===== config.mk =====
export PLATFORM = sky130hd
export DESIGN_NAME = trng_health_fifo_flat
export DESIGN_NICKNAME = d
export VERILOG_FILES = /design/src/rtl/trng_pkg.sv /design/src/rtl/trng_health_fifo_if.sv /design/src/rtl/trng_sample_fifo.sv /design/src/rtl/trng_health_fifo.sv /design/src/flat_wrapper.sv
export SDC_FILE = /design/constraint.sdc
export NUM_CORES = 1
export LEC_CHECK = 0
export BUFFER_PORTS_ARGS = -buffer_cell sky130_fd_sc_hd__buf_2
export CAP_MARGIN = 20
export CORE_MARGIN = 5
export CORE_UTILIZATION = 29
export CTS_CLUSTER_DIAMETER = 40
export CTS_CLUSTER_SIZE = 12
export DETAILED_ROUTE_END_ITERATION = 10
export GPL_TIMING_DRIVEN = 0
export PLACE_DENSITY_LB_ADDON = 0.08
export SYNTH_ARGS = -nofsm -noshare
export SYNTH_HDL_FRONTEND = slang
export SYNTH_SLANG_ARGS = --single-unit

===== constraint.sdc =====
create_clock -name clk -period 10.2 [get_ports clk]
set_clock_uncertainty 0.1 [all_clocks]
set_input_delay 2.04 -clock clk [delete_from_list [all_inputs] [get_ports clk]]
set_output_delay 2.04 -clock clk [all_outputs]
set_load 0.01 [all_outputs]

===== src/rtl/trng_pkg.sv =====
// trng_pkg: shared sample width, popcount helper and
// default health-test thresholds for trng_health_fifo.
package trng_pkg;

  localparam int SAMPLE_W       = 64;
  localparam int PCNT_W         = 7;
  localparam int SUM_W          = 11;
  localparam int RCT_CUTOFF_DEF = 3;
  localparam int APT_WINDOW_DEF = 16;
  localparam int APT_LO_DEF     = 448;
  localparam int APT_HI_DEF     = 576;

  typedef logic [SAMPLE_W-1:0] sample_t;
  typedef logic [PCNT_W-1:0]   pcnt_t;
  typedef logic [SUM_W-1:0]    apt_sum_t;

  function automatic pcnt_t popcount(input sample_t s);
    pcnt_t c;
    c = '0;
    for (int i = 0; i < SAMPLE_W; i++)
      c = c + pcnt_t'(s[i]);
    return c;
  endfunction

endpackage


===== src/rtl/trng_health_fifo_if.sv =====
// trng_health_fifo_if: upstream sample channel,
// ready/read handshake carrying one 64-bit sample.
interface trng_health_fifo_if;
  import trng_pkg::*;

  logic    smp_ready_i;
  sample_t smp_i;
  logic    smp_read_o;

  modport master (
    output smp_ready_i,
    output smp_i,
    input  smp_read_o
  );

  modport slave (
    input  smp_ready_i,
    input  smp_i,
    output smp_read_o
  );

endinterface


===== src/rtl/trng_sample_fifo.sv =====
// trng_sample_fifo: circular 64-bit FIFO with occupancy,
// zero-latency head output and synchronous clear.
module trng_sample_fifo
  import trng_pkg::*;
#(
  parameter int DEPTH = 4
) (
  input  logic                   clk,
  input  logic                   rst_n,
  input  logic                   clr_i,
  input  logic                   wr_i,
  input  sample_t                din_i,
  input  logic                   rd_i,
  output sample_t                dout_o,
  output logic                   empty_o,
  output logic                   full_o,
  output logic [$clog2(DEPTH):0] count_o
);

  localparam int AW = $clog2(DEPTH);
  localparam int CW = AW + 1;
  localparam logic [CW-1:0] FULL_CNT = CW'(DEPTH);

  sample_t       mem_q [DEPTH];
  logic [AW-1:0] rp_q;
  logic [AW-1:0] wp_q;
  logic [CW-1:0] cnt_q;
  logic          do_rd;
  logic          do_wr;

  assign empty_o = (cnt_q == '0);
  assign full_o  = (cnt_q == FULL_CNT);
  assign do_rd   = rd_i & ~empty_o;
  assign do_wr   = wr_i & (~full_o | do_rd);
  assign dout_o  = empty_o ? '0 : mem_q[rp_q];
  assign count_o = cnt_q;

  // pointers and occupancy; clear beats any same-cycle access
  always_ff @(posedge clk or negedge rst_n) begin
    if (!rst_n) begin
      rp_q  <= '0;
      wp_q  <= '0;
      cnt_q <= '0;
    end else if (clr_i) begin
      rp_q  <= '0;
      wp_q  <= '0;
      cnt_q <= '0;
    end else begin
      if (do_rd) rp_q <= rp_q + 1'b1;
      if (do_wr) wp_q <= wp_q + 1'b1;
      case ({do_wr, do_rd})
        2'b10:   cnt_q <= cnt_q + 1'b1;
        2'b01:   cnt_q <= cnt_q - 1'b1;
        default: cnt_q <= cnt_q;
      endcase
    end
  end

  // sample storage
  always_ff @(posedge clk or negedge rst_n) begin
    if (!rst_n) begin
      for (int i = 0; i < DEPTH; i++)
        mem_q[i] <= '0;
    end else if (do_wr && !clr_i) begin
      mem_q[wp_q] <= din_i;
    end
  end

endmodule


===== src/rtl/trng_health_fifo.sv =====
// trng_health_fifo: RCT/APT health tests on TRNG samples
// feeding a FIFO; optional irq via TRNG_HEALTH_IRQ_EN.
module trng_health_fifo
  import trng_pkg::*;
#(
  parameter int DEPTH      = 4,
  parameter int RCT_CUTOFF = RCT_CUTOFF_DEF,
  parameter int APT_WINDOW = APT_WINDOW_DEF,
  parameter int APT_LO     = APT_LO_DEF,
  parameter int APT_HI     = APT_HI_DEF
) (
  input  logic                   clk,
  input  logic                   rst_n,
  input  logic                   en_i,
  input  logic                   clr_i,
  trng_health_fifo_if.slave      smp_if,
  input  logic                   pop_i,
  output sample_t                dout_o,
  output logic                   empty_o,
  output logic [$clog2(DEPTH):0] count_o,
  output logic                   rct_alarm_o,
  output logic                   apt_alarm_o,
  output logic                   irq_o
);

  localparam int RW = $clog2(RCT_CUTOFF + 1);
  localparam int IW = $clog2(APT_WINDOW);
  localparam logic [RW-1:0] RCT_LIM = RW'(RCT_CUTOFF);
  localparam apt_sum_t APT_LO_V = SUM_W'(APT_LO);
  localparam apt_sum_t APT_HI_V = SUM_W'(APT_HI);

  sample_t       stage_q;
  sample_t       last_q;
  logic          stage_v_q;
  logic          last_v_q;
  logic [RW-1:0] rct_q;
  logic [RW-1:0] rct_d;
  apt_sum_t      apt_sum_q;
  apt_sum_t      apt_sum_d;
  logic [IW-1:0] idx_q;
  logic [IW-1:0] idx_d;
  logic          rct_alarm_q;
  logic          apt_alarm_q;
  logic          alarm;
  logic          full;
  logic          req;
  logic          take;
  logic          trip;
  logic          apt_bad;
  logic          wr;

  assign alarm = rct_alarm_q | apt_alarm_q;
  assign req   = en_i & ~alarm & ~stage_v_q & ~full;
  assign take  = req & smp_if.smp_ready_i;
  assign wr    = stage_v_q & ~trip;

  assign smp_if.smp_read_o = req;
  assign rct_alarm_o       = rct_alarm_q;
  assign apt_alarm_o       = apt_alarm_q;

  // health-test evaluation of the staged sample
  always_comb begin
    rct_d     = rct_q;
    apt_sum_d = apt_sum_q;
    idx_d     = idx_q;
    trip      = 1'b0;
    apt_bad   = 1'b0;
    if (stage_v_q) begin
      if (last_v_q && (stage_q == last_q))
        rct_d = rct_q + 1'b1;
      else
        rct_d = RW'(1);
      trip      = (rct_d >= RCT_LIM);
      apt_sum_d = apt_sum_q + SUM_W'(popcount(stage_q));
      idx_d     = idx_q + 1'b1;
      if (idx_d == '0) begin
        apt_bad   = (apt_sum_d < APT_LO_V) |
                    (apt_sum_d > APT_HI_V);
        apt_sum_d = '0;
      end
    end
  end

  // stage capture, test counters and sticky alarms
  always_ff @(posedge clk or negedge rst_n) begin
    if (!rst_n) begin
      stage_q     <= '0;
      stage_v_q   <= 1'b0;
      last_q      <= '0;
      last_v_q    <= 1'b0;
      rct_q       <= '0;
      apt_sum_q   <= '0;
      idx_q       <= '0;
      rct_alarm_q <= 1'b0;
      apt_alarm_q <= 1'b0;
    end else if (clr_i) begin
      stage_v_q   <= 1'b0;
      last_v_q    <= 1'b0;
      rct_q       <= '0;
      apt_sum_q   <= '0;
      idx_q       <= '0;
      rct_alarm_q <= 1'b0;
      apt_alarm_q <= 1'b0;
    end else begin
      stage_v_q <= take;
      if (take) stage_q <= smp_if.smp_i;
      if (stage_v_q) begin
        last_q    <= stage_q;
        last_v_q  <= 1'b1;
        rct_q     <= rct_d;
        apt_sum_q <= apt_sum_d;
        idx_q     <= idx_d;
      end
      if (trip)    rct_alarm_q <= 1'b1;
      if (apt_bad) apt_alarm_q <= 1'b1;
    end
  end

  trng_sample_fifo #(
    .DEPTH (DEPTH)
  ) u_fifo (
    .clk     (clk),
    .rst_n   (rst_n),
    .clr_i   (clr_i),
    .wr_i    (wr),
    .din_i   (stage_q),
    .rd_i    (pop_i),
    .dout_o  (dout_o),
    .empty_o (empty_o),
    .full_o  (full),
    .count_o (count_o)
  );

`ifdef TRNG_HEALTH_IRQ_EN
  logic irq_q;

  // interrupt follows alarm-or-full one cycle later
  always_ff @(posedge clk or negedge rst_n) begin
    if (!rst_n) irq_q <= 1'b0;
    else        irq_q <= alarm | full;
  end

  assign irq_o = irq_q;
`else
  assign irq_o = 1'b0;
`endif

endmodule


===== src/flat_wrapper.sv =====
// flat-port wrapper written by rule: the top's interface ports become plain ports
module trng_health_fifo_flat import trng_pkg::*;
#(
  parameter int DEPTH      = 4,
  parameter int RCT_CUTOFF = RCT_CUTOFF_DEF,
  parameter int APT_WINDOW = APT_WINDOW_DEF,
  parameter int APT_LO     = APT_LO_DEF,
  parameter int APT_HI     = APT_HI_DEF
)
  (clk, rst_n, en_i, clr_i, pop_i, dout_o, empty_o, count_o, rct_alarm_o, apt_alarm_o, irq_o, smp_if_smp_ready_i, smp_if_smp_i, smp_if_smp_read_o);
  trng_health_fifo_if smp_if_i ();
  input  logic clk;
  input  logic rst_n;
  input  logic en_i;
  input  logic clr_i;
  input  logic pop_i;
  output sample_t dout_o;
  output logic empty_o;
  output logic [$clog2(DEPTH):0] count_o;
  output logic rct_alarm_o;
  output logic apt_alarm_o;
  output logic irq_o;
  input wire logic [$bits(smp_if_i.smp_ready_i)-1:0] smp_if_smp_ready_i;
  input wire logic [$bits(smp_if_i.smp_i)-1:0] smp_if_smp_i;
  output wire logic [$bits(smp_if_i.smp_read_o)-1:0] smp_if_smp_read_o;
  assign smp_if_i.smp_ready_i = smp_if_smp_ready_i;
  assign smp_if_i.smp_i = smp_if_smp_i;
  assign smp_if_smp_read_o = smp_if_i.smp_read_o;
  trng_health_fifo #(.DEPTH(DEPTH), .RCT_CUTOFF(RCT_CUTOFF), .APT_WINDOW(APT_WINDOW), .APT_LO(APT_LO), .APT_HI(APT_HI)) u_core (.clk(clk), .rst_n(rst_n), .en_i(en_i), .clr_i(clr_i), .smp_if(smp_if_i), .pop_i(pop_i), .dout_o(dout_o), .empty_o(empty_o), .count_o(count_o), .rct_alarm_o(rct_alarm_o), .apt_alarm_o(apt_alarm_o), .irq_o(irq_o));
endmodule

==> run summary <==
initial antenna violation count: 1
Post-CTS Hold Fix Bufs: 0
gp weighted congestion: 0.7689
Inserted Diodes: 0
Final Max Tran Viols: 0
clk sink count: 412
Fmax achieved: 121.1 MHz
vias in the first global route: 14062
CP Class: register to register
Crit Reg-Reg Endpoint: u_core.apt_alarm_o
Clock Tree Buf Depth: 3
Setup crit start kind: register
synthesized area: 21330 um^2
core area: 72960 um^2
Final Hold Fails: 0
status: complete, no violations
via count: 12745
via-per-instance ratio: 4.523
drt total wl: 61940 um
most common cell after layout, fill and taps aside: dfrtp_1
share of cells above drive strength 1: 0.3841
Die Wd: 281.2 um
Ports: 142
syn avg cell area: 13.90 um^2
Design Area, Final: 26820 um^2
Synth Register Bits: 412
DRT iter0 DRCs: 594
Hold Crit Class: register to register
CTS Buf Count: 97
Starting Density: 0.2923
Syn Nets: 1688
worst reg-to-reg path cell count: 24
Resized cells post-CTS: 0
Critical Path Fanout Max: 8
Placed Area: 23380 um^2
Seq/Total Area, Yosys: 0.4834
TNS Setup: 0 ns
Yosys cell types: 56
RSZ-0062 raised after global routing: no
first-pass GRT wire length: 93100 um
Routed wire per std cell: 21.98 um
Port Buffer Count: 140
Worst R2R Start: u_core.stage_q[0]
DP HPWL: 43860 um
clk slew on worst S/H paths: 0.04 ns
pin count of the biggest net entering global routing: 113
Worst-Margin Slew: 1.005 ns
postcts setup bufs: 0
grt ovf: 0
Die ar.: 79070 um^2
main flop type after synthesis: dfrtp_1
Worst setup EP type: register
Ys Warns: 0
arrival time of the worst setup path: 8.65 ns
Total GRT Usage: 0.1572
Post-synth EDFFs: 0
P&R area growth vs syn: 25.74%
WP data required: 10.60 ns
row cnt: 99
DRT Pass-1 Iters: 5
DRC Markers: 0
H-tree Lvls: 3
hold-critical path depth: 1
# setup viols final: 0
final hold slack: 0.3780 ns
reg2reg setup slack: 1.94 ns
max_cap viols: 0
Final ANT Viol Nets: 0
Die H: 281.2 um
Root Buffer: clkbuf_16
Layout Nets: 1935
ys async rst share: 1.000
Rel. slew slack: 0.3297
post-route minimum period: 8.257 ns
CTS tree: built
Syn Inst Count: 1534
fin crit share: 0.8095
Clk Latency, worst-skew pair: 0.64 ns
hold_sp: u_core.u_fifo.mem_q[1]
commonest cells after routing, fill and taps aside: dfrtp_1 (412), mux2_4 (240), buf_2 (139)
Endpoint, Worst Hold: u_core.u_fifo.mem_q[1]
## stage by stage
step | worst slack (ns) | utilization | instances
finish | 1.943 | 0.3676 | 2818
floorplan | 2.593 | - | 1534
detailed placement | 1.921 | 0.3204 | 2639
global route | 1.515 | 0.3676 | 2818
CTS | 1.869 | 0.3672 | 2816
global placement | -2.039 | 0.3184 | 2633
## sequential cells by signal, summed over array words and instances (netlist names)
register and flops:
u_core.u_fifo.mem_q 256, u_core.last_q 64, u_core.stage_q 64, u_core.apt_sum_q 11, u_core.idx_q 4, u_core.u_fifo.count_o 3
u_core.rct_q 2, u_core.u_fifo.rp_q 2, u_core.u_fifo.wp_q 2, u_core.apt_alarm_o 1, u_core.last_v_q 1, u_core.rct_alarm_o 1
u_core.stage_v_q 1
## per-layer routing
| metal | wire (um) | up-vias | share of wire | track usage |
|---|---|---|---|---|
| li1 | - | 5809 | - | - |
| met3 | 2313 | 83 | 0.037 | 0.03140 |
| met4 | 1006 | 0 | 0.016 | 0.03704 |
| met2 | 28840 | 222 | 0.47 | 0.2486 |
| met1 | 29790 | 6631 | 0.48 | 0.2241 |
| met5 | 0 | - | 0 | 0 |
## critical path, stage by stage (launching register included)
cell and delay (ns):
dfrtp_1 0.48, ha_1 0.33, inv_1 0.05, fa_1 0.50
fa_1 0.54, fa_1 0.52, fa_1 0.59, fa_1 0.47
fa_1 0.54, fa_1 0.43, fa_1 0.51, fa_1 0.43
fa_1 0.42, nor2b_1 0.11, o21ai_0 0.08, nand2b_1 0.11
xor2_1 0.18, ha_1 0.30, nand3_1 0.13, o2111ai_1 0.15
xor2_1 0.18, or4_1 0.58, nand3_1 0.11, o21ai_0 0.08
a21o_1 0.18
## cell families (layout without fill, tap and decap cells)
family,count (synthesis),count (layout),share of synthesized area
fa+ha+maj,84,84,0.06899
flops,412,412,0.4834
mux,385,385,0.2792
compound gates,105,105,0.03027
buf+inv,185,510,0.04259
simple gates,296,296,0.06823
other cells,1,1,0.0001758
xor+xnor,66,66,0.02710
## how the worst max path moves through the flow
stage / start / end / cells after the start
final: u_core.stage_q[0] / u_core.apt_alarm_o / 24
after global routing: u_core.stage_q[0] / u_core.apt_alarm_o / 26
after CTS: u_core.stage_q[0] / u_core.apt_alarm_o / 24
after detailed placement: u_core.stage_q[0] / u_core.apt_alarm_o / 24
after global placement: rst_n / u_core.stage_q[54] / 1
after floorplan: u_core.stage_q[0] / u_core.apt_alarm_o / 24
## cells in the mapped netlist, types with 6 or more instances
master	number	share of area
xnor2_1	47	0.019
nand2_1	134	0.024
a21oi_1	8	0.0019
mux2_1	16	0.0084
o21ai_0	59	0.014
nor2_1	23	0.0040
mux4_2	64	0.068
and2_1	66	0.019
nor4_1	6	0.0018
nand3_1	7	0.0016
nor3_1	6	0.0014
nand2b_1	15	0.0044
nand4_1	13	0.0038
xor2_1	19	0.0078
inv_1	108	0.019
mux2_4	240	0.17
dfrtp_1	412	0.48
buf_1	14	0.0025
buf_6	28	0.015
fa_1	56	0.053
mux2_2	63	0.033
ha_1	28	0.016
clkbuf_1	33	0.0058
nor2b_1	10	0.0029
## layout make-up
type | instances | area (um^2)
Buffer | 76 | 500.5
Clock buffer | 124 | 2679
Clock inverter | 53 | 733.2
Fill cell | 7016 | 46140
Inverter | 109 | 409.1
Multi-Input combinational cell | 937 | 10110
Sequential cell | 412 | 10310
Tap cell | 959 | 1200
Timing Repair Buffer | 148 | 877.1
Power is left out: the tool's default activity adds up to more than one toggle a clock period on the data nets, which glitch-free logic cannot reach.
